**config.mk**
```make
export PLATFORM = sky130hd
export DESIGN_NAME = instr_loader
export DESIGN_NICKNAME = d
export VERILOG_FILES = /design/src/rtl/loader_pkg.sv /design/src/rtl/instr_loader.sv
export SDC_FILE = /design/constraint.sdc
export NUM_CORES = 1
export LEC_CHECK = 0
export BUFFER_PORTS_ARGS = -buffer_cell sky130_fd_sc_hd__buf_2
export CAP_MARGIN = 10
export CORE_MARGIN = 3
export CORE_UTILIZATION = 48
export CTS_CLUSTER_DIAMETER = 100
export DETAILED_ROUTE_END_ITERATION = 12
export PLACE_DENSITY = 0.82
export SLEW_MARGIN = 20
export SYNTH_ARGS = -nofsm -noshare
export SYNTH_HDL_FRONTEND = slang
export SYNTH_SLANG_ARGS = --single-unit
```
**constraint.sdc**
```tcl
create_clock -name pixel_clk_in -period 1.4 [get_ports pixel_clk_in]
set_input_delay 0.21 -clock pixel_clk_in [delete_from_list [all_inputs] [get_ports pixel_clk_in]]
set_output_delay 0.21 -clock pixel_clk_in [all_outputs]
set_load 0.05 [all_outputs]
```
**src/rtl/loader_pkg.sv**
```systemverilog
// Shared definitions for the instruction loader: word framing, FSM states
// and the running checksum helpers.
package loader_pkg;

   // Every instruction word travels as five bytes, sized for the widest
   // supported instruction (40 bits), regardless of the configured width.
   localparam int unsigned BYTES_PER_WORD = 5;

   typedef enum logic [1:0] {
      IDLE  = 2'd0,
      RECV  = 2'd1,
      CHECK = 2'd2,
      DONE  = 2'd3
   } state_t;

   // Fold one accepted byte into the running XOR checksum.
   function automatic logic [7:0] csum_update(input logic [7:0] csum,
                                              input logic [7:0] data);
      return csum ^ data;
   endfunction

   // The trailing check byte is the one's complement of the XOR of all
   // image bytes, so an all-zero stream is not accepted by a zero trailer.
   function automatic logic [7:0] csum_expected(input logic [7:0] csum);
      return ~csum;
   endfunction

endpackage

```
**src/rtl/instr_loader.sv**
```systemverilog
// Instruction loader: assembles a byte stream into instruction words,
// writes them to the instruction memory, verifies a trailing checksum byte
// and keeps the processor held in reset while loading or after a bad image.
module instr_loader
   import loader_pkg::*;
#(
   parameter int INSTRUCTIONS_SIZE = 20,
   parameter int INSTRUCTION_WIDTH = 36
) (
   input  logic                                 pixel_clk_in,
   input  logic                                 rst_in,
   input  logic                                 load_start_in,
   input  logic                                 byte_valid_in,
   input  logic [7:0]                           byte_in,
   output logic                                 imem_we_out,
   output logic [$clog2(INSTRUCTIONS_SIZE)-1:0] imem_addr_out,
   output logic [INSTRUCTION_WIDTH-1:0]         imem_data_out,
   output logic                                 busy_out,
   output logic                                 done_out,
   output logic                                 error_out,
   output logic                                 proc_hold_out
);

   localparam int AW = $clog2(INSTRUCTIONS_SIZE);
   localparam logic [AW-1:0] LAST_ADDR = AW'(INSTRUCTIONS_SIZE - 1);
   localparam logic [2:0]    LAST_BYTE = 3'(BYTES_PER_WORD - 1);

   state_t                         state_r;
   state_t                         state_s;
   logic [2:0]                     byte_cnt_r;
   logic [AW-1:0]                  addr_r;
   logic [INSTRUCTION_WIDTH-1:0]   shreg_r;
   logic [INSTRUCTION_WIDTH-1:0]   shift_s;
   logic [7:0]                     csum_r;
   logic                           we_r;
   logic                           busy_r;
   logic                           done_r;
   logic                           error_r;
   logic                           hold_r;
   logic                           start_s;
   logic                           accept_s;
   logic                           word_done_s;
   logic                           check_s;
   logic                           mismatch_s;

   // Only the low INSTRUCTION_WIDTH bits of the 40-bit framed word ever reach
   // the memory, so the register keeps just those and lets the rest fall off.
   generate
      if (INSTRUCTION_WIDTH > 8) begin : g_wide
         assign shift_s = {shreg_r[INSTRUCTION_WIDTH-9:0], byte_in};
      end else begin : g_narrow
         assign shift_s = byte_in[INSTRUCTION_WIDTH-1:0];
      end
   endgenerate

   // Next-state decode and per-cycle strobes for the datapath.
   always_comb begin
      state_s     = state_r;
      start_s     = 1'b0;
      accept_s    = 1'b0;
      word_done_s = 1'b0;
      check_s     = 1'b0;
      mismatch_s  = 1'b0;
      case (state_r)
         IDLE: begin
            if (load_start_in) begin
               start_s = 1'b1;
               state_s = RECV;
            end else begin
               state_s = IDLE;
            end
         end
         RECV: begin
            if (byte_valid_in) begin
               accept_s = 1'b1;
               if (byte_cnt_r == LAST_BYTE) begin
                  word_done_s = 1'b1;
                  if (addr_r == LAST_ADDR) begin
                     state_s = CHECK;
                  end else begin
                     state_s = RECV;
                  end
               end else begin
                  state_s = RECV;
               end
            end else begin
               state_s = RECV;
            end
         end
         CHECK: begin
            if (byte_valid_in) begin
               check_s    = 1'b1;
               mismatch_s = (byte_in != csum_expected(csum_r));
               state_s    = DONE;
            end else begin
               state_s = CHECK;
            end
         end
         DONE: begin
            state_s = IDLE;
         end
         default: begin
            state_s = IDLE;
         end
      endcase
   end

   // FSM state register.
   always_ff @(posedge pixel_clk_in or negedge rst_in) begin
      if (!rst_in) begin
         state_r <= IDLE;
      end else begin
         state_r <= state_s;
      end
   end

   // Word assembly, checksum, address stepping and registered status flags.
   always_ff @(posedge pixel_clk_in or negedge rst_in) begin
      if (!rst_in) begin
         byte_cnt_r <= 3'd0;
         addr_r     <= '0;
         shreg_r    <= '0;
         csum_r     <= 8'd0;
         we_r       <= 1'b0;
         busy_r     <= 1'b0;
         done_r     <= 1'b0;
         error_r    <= 1'b0;
         hold_r     <= 1'b1;
      end else begin
         we_r   <= word_done_s;
         done_r <= check_s;
         if (start_s) begin
            byte_cnt_r <= 3'd0;
            addr_r     <= '0;
            shreg_r    <= '0;
            csum_r     <= 8'd0;
            busy_r     <= 1'b1;
            hold_r     <= 1'b1;
            error_r    <= 1'b0;
         end else begin
            if (accept_s) begin
               shreg_r    <= shift_s;
               csum_r     <= csum_update(csum_r, byte_in);
               byte_cnt_r <= word_done_s ? 3'd0 : byte_cnt_r + 3'd1;
            end
            // The address moves on only after its write cycle and parks on
            // the last word so it can never run past the memory.
            if (we_r && (addr_r != LAST_ADDR)) begin
               addr_r <= addr_r + AW'(1);
            end
            if (check_s) begin
               busy_r  <= 1'b0;
               error_r <= mismatch_s;
               hold_r  <= mismatch_s;
            end
         end
      end
   end

   assign imem_we_out   = we_r;
   assign imem_addr_out = addr_r;
   assign imem_data_out = shreg_r;
   assign busy_out      = busy_r;
   assign done_out      = done_r;
   assign error_out     = error_r;
   assign proc_hold_out = hold_r;

endmodule

```
# After elaboration in Yosys (flattened, before gate mapping)
# Cells that the tools add are included.
# word_totals
register_bits,59
in_bits,12
wordCells,56
# classes
add_sub_neg,2
eq_ne,7
n_mux,30
n_bitwise,2
reduce_logical,5
# ops
op,n
36-bit two-way mux,2
1-bit two-way mux,17
8-bit two-way mux,2
5-bit two-way mux,2
3-bit two-way mux,3
8-bit != test,1
8-bit inverter,1
2-bit one-hot mux with 4 select lines,1
8-bit XOR,1
2-bit two-way mux,3
2-bit nonzero test,3
5-bit by 1-bit adder with 5-bit output (second input constant),1
5-bit equality test (second input constant),1
5-bit != test (second input constant),1
2-bit equality test (second input constant),2
3-bit by 1-bit adder with 3-bit output (second input constant),1
3-bit equality test (second input constant),1
2-bit by 1-bit equality test with 1-bit output (second input constant),1
2-bit zero test,1
1-bit logical AND,1

# Depth between registers and ports, before layout
# depth
ltp_word,7
depth_mapped,7

# Least setup slack after synthesis
# OpenSTA, ideal clock, no wires.
# synth_path
path_type,reg2reg
startpoint,"register addr_r[0], in the netlist imem_addr_out[0]"
endpoint,"register addr_r[2], in the netlist imem_addr_out[2]"
setup_ns,0.132
arrival_time_ns,1.429
required_time_ns,1.268
path_slack_ns,-0.161
stages_incl_launch_ff,6
synth_period_minus_slack_ns,1.561
cell_sequence,dfrtp_1 -> ha_1 -> nand4bb_1 -> nand3_1 -> xor2_1 -> nor2_1
# synth_between
elab_chain_len,3
elab_cells_between_ends,6
cone_classes,add/sub: 1; eq/ne: 1; mux: 2; reduce/logical: 2
# synth_lines
item,line_no,source
from (decl),instr_loader.sv:31,logic [AW-1:0] addr_r;
from (signal assigned),instr_loader.sv:149,addr_r <= addr_r + AW'(1);
5-bit by 1-bit adder with 5-bit output / 5-bit != test (equally long branches),"instr_loader.sv:149, instr_loader.sv:148",
5-bit two-way mux / 1-bit logical AND (equally long branches),instr_loader.sv:148,if (we_r && (addr_r != LAST_ADDR)) begin
5-bit two-way mux / 2-bit nonzero test (equally long branches),--,
# Parallel ways exist; a longest one is shown, timed or not. The select of a mux whose other input is x is not followed.
# A chain may end at the register's enable or synchronous reset.

# Worst setup path in the final report
# layout_path
startpoint,register state_r[0]
endpoint,"register shreg_r[9], in the netlist imem_data_out[9]"
# layout_between
elab_chain_len,3
elab_cells_between_ends,6
cone_classes,eq/ne: 1; mux: 3; reduce/logical: 2
# layout_lines
item,line_no,source
from (decl),instr_loader.sv:28,state_t state_r;
from (signal assigned),instr_loader.sv:113,state_r <= state_s;
2-bit by 1-bit equality test with 1-bit output / 2-bit zero test (equally long branches),instr_loader.sv:64,case (state_r)
1-bit two-way mux,instr_loader.sv:64,
2-bit nonzero test (no source line) / 36-bit two-way mux (equally long branches),--,
to (signal assigned),instr_loader.sv:142,shreg_r <= shift_s;
to (decl),instr_loader.sv:32,logic [INSTRUCTION_WIDTH-1:0] shreg_r;
# Parallel ways exist; a longest one is shown, timed or not.

==> flow_metrics.py <==
metrics = {
    "status": {
        "outcome": "complete, no violations",
    },
    "logic_synthesis": {
        "syn-num-nets": 266,
        "yosysTopAreaCell": "dfrtp_1",
        "synth_ff_type": "dfrtp_1",
        "yosysSeqAreaShare_pct": 59.0,
        "synth_top_area_share_pct": 57.9,
        "synth_most_common_cell": "nand2_1",
        "synth_edf_count": 0,
        "yosys_warnings": 0,
        "ys_top_cells_by_count": "nand2_1, dfrtp_1, a21oi_1, nor2_1, xor2_1",
        "synth_area_mm2": 0.00251,
        "syn_area_per_cell_um2": 9.98,
        "syn-instance-count": 251,
        "ys_async_sr_fraction_pct": 100,
        "ys_types": 29,
        "ys_top_cells_by_area": "dfrtp_1, nand2_1, a21oi_1",
        "ys_ff_latch": 59,
    },
    "floorplanning": {
        "fp.dieW_um": 78.3,
        "dieArea_mm2": 0.00612,
        "io_pins": 58,
        "fp-row-count": 25,
        "initial_utilization_pct": 51.4,
        "die_y_um": 78.3,
        "core-area_mm2": 0.00488,
    },
    "worst_setup_path": {
        "cp-end-kind": "flop",
        "crit_arrival_ps": 1590,
        "ff2ff_path_depth": 6,
        "r2r_start": "state_r[0]",
        "cp_max_fo": 11,
        "start_kind": "flop",
        "reg2reg_slack_ps": 40,
        "worstSetupPathType": "reg2reg",
        "r2r_end": "imem_data_out[9]",
        "cp.required_ps": 1620,
    },
    "pwr": {
        "switching_share_pct": 38.5,
        "power_density_mw_per_mm2": 1700,
        "seq_power_share_pct": 41.3,
        "pwr-share-comb_pct": 31.3,
        "switchingPower_w": 0.00215,
        "ir_worst_vdd_v": 0.000860,
        "internal-power_w": 0.00343,
        "p_clk_share_pct": 27.3,
        "leakage_nw": 1.66,
    },
    "drt": {
        "routed_wl_mm": 6.06,
        "drt_iter0_markers": 160,
        "route.vias.total": 2095,
        "drc": 0,
        "vias_per_cell": 5.24,
        "ant_nets": 0,
        "wl_per_cell_um": 15.1,
        "drt_first_pass_iters": 4,
    },
    "run": {
        "maxCapViolCount": 0,
    },
    "sta": {
        "maxSlewHeadroom_pct": 77.1,
        "drv_slew": 0,
        "fin_crit_ps": 1360,
        "skew_ps": 7.42,
        "hold_violations": 0,
        "setup_viol": 0,
        "fmax_ghz": 0.733,
        "finalCritPeriodShare_pct": 97.4,
        "tightest_slew_ps": 344,
        "fin_tns_setup_ps": 0,
    },
    "placement": {
        "gp_congestion": 0.790,
        "portBuffers": 57,
        "dpl.hpwl_mm": 3.81,
    },
    "layout": {
        "syn_to_final_growth_pct": 31.1,
        "final_core_util_pct": 67.3,
        "multi_input_area_um2": 960,
        "nNetsFinal": 344,
        "diodes": 0,
        "drive_gt1_share_pct": 30.3,
        "fill_cells": 398,
        "seq_area_mm2": 0.00148,
    },
    "grt": {
        "antenna_found_initial": 0,
        "grt_pass1_wl_mm": 9.53,
        "grt_use_total_pct": 20.2,
        "grt_pass1_vias": 2020,
        "grt_overflow": 0,
        "grt_max_degree": 40,
    },
    "cts": {
        "cts_htree_levels": 3,
        "clk_pin_slew_ps": 60,
        "cts_buffers": 9,
        "cts.sinks": 59,
        "cts-root-buf": "clkbuf_8",
        "cts_max_path_buffers": 2,
        "worstSkewPairLatency_ps": 330,
        "cts_tree": "yes",
    },
    "worst_hold_path": {
        "min-delay-start": "byte_in[5]",
        "hold_end": "imem_data_out[5]",
        "min_path_cells": 3,
        "hold_class": "in2reg",
    },
}
-- worst max-delay path: stages, from the launching register on --
cell and delay (ps):
dfrtp_1 410, buf_6 140, nor3b_4 220, buf_4 150
buf_6 100, nor2_4 60, a22o_1 190
-- per-layer routing --
metal / GRT usage [%] / vias up / share of wire (%)
met4: 9.44 / 0 / 1.9
met3: 5.39 / 10 / 6.9
met5: 0 / - / 0
met2: 31.6 / 79 / 49
li1: - / 1001 / -
met1: 26.3 / 1005 / 42
-- cells by family after synthesis --
| group | synth area share [%] |
|---|---|
| and+or+nand+nor | 17.4 |
| DFF | 59.0 |
| AOI/OAI and AO/OA | 12.3 |
| buffers and inverters | 4.54 |
| xor gates and xnor gates | 4.89 |
| adders and majority gates | 1.50 |
| muxes | 0.399 |
-- sequential cells by signal, indices dropped and copies added (netlist names), named ones only --
name           cells
error_out          1
proc_hold_out      1
byte_cnt_r         3
busy_out           1
imem_addr_out      5
done_out           1
csum_r             8
imem_we_out        1
imem_data_out     36
state_r            1
-- worst max-delay path by stage --
stage,cells after the start,endpoint,from
2_1_floorplan,5,imem_addr_out[2],imem_addr_out[0]
6_report,6,imem_data_out[9],state_r[0]
4_1_cts,4,imem_data_out[18],flop
5_1_grt,6,imem_data_out[28],state_r[0]
3_5_place_dp,4,csum_r[3],state_r[0]
3_3_place_gp,4,csum_r[4],state_r[0]
-- power by group through the flow --
stage | logic (W) | clock network (W) | registers [W]
3_5_place_dp | 0.00168 | 0 | 0.00233
6_report | 0.00175 | 0.00153 | 0.00231
3_3_place_gp | 0.00163 | 0 | 0.00231
4_1_cts | 0.00169 | 0.00155 | 0.00230
2_1_floorplan | 0.000496 | 0 | 0.00305
5_1_grt | 0.00188 | 0.00164 | 0.00237
-- placed cells by master (no fill, tap or decap), types with 3 or more instances in the layout --
cell	count
clkbuf_8	11
buf_6	5
buf_2	57
inv_1	6
xor2_1	14
a22o_1	9
nand3_1	3
buf_12	3
nor2_1	17
dfrtp_1	56
nand2_1	68
buf_4	11
nand4_1	4
o21ai_0	9
o21ai_1	7
ha_1	3
a21oi_1	24
-- layout make-up --
type	instances	share of cell area (%)
inverter	6	0.686
clock buffer	13	4.84
multi-input combinational	174	29.2
timing repair buffer	79	16.6
clock inverter	2	1.07
sequential	59	45.1
tap	67	2.55
-- timing repair --
action                                  in CTS  in global routing
hold buffers                                 1                  0
endpoints found under the setup margin      22                 51
cloned                                       0                  4
resized for setup                            3                 13
endpoints found under the hold margin       12                  0
pin swaps                                    3                  3
buffers inserted                             1                  9
-- per-stage QoR --
stage	hold WS [ps]	cell area [µm²]	cells	setup WS, ps	total power, W
floorplan	-85.6	2510	251	3.36	0.00354
global placement	122	2890	371	23.1	0.00394
detailed placement	131	2890	371	-27.7	0.00401
CTS	118	3110	388	-12.8	0.00554
global route	155	3280	400	-27.8	0.00588
finish	133	3280	400	36.4	0.00558
No activity file was read; power rests on OpenSTA's default activity.
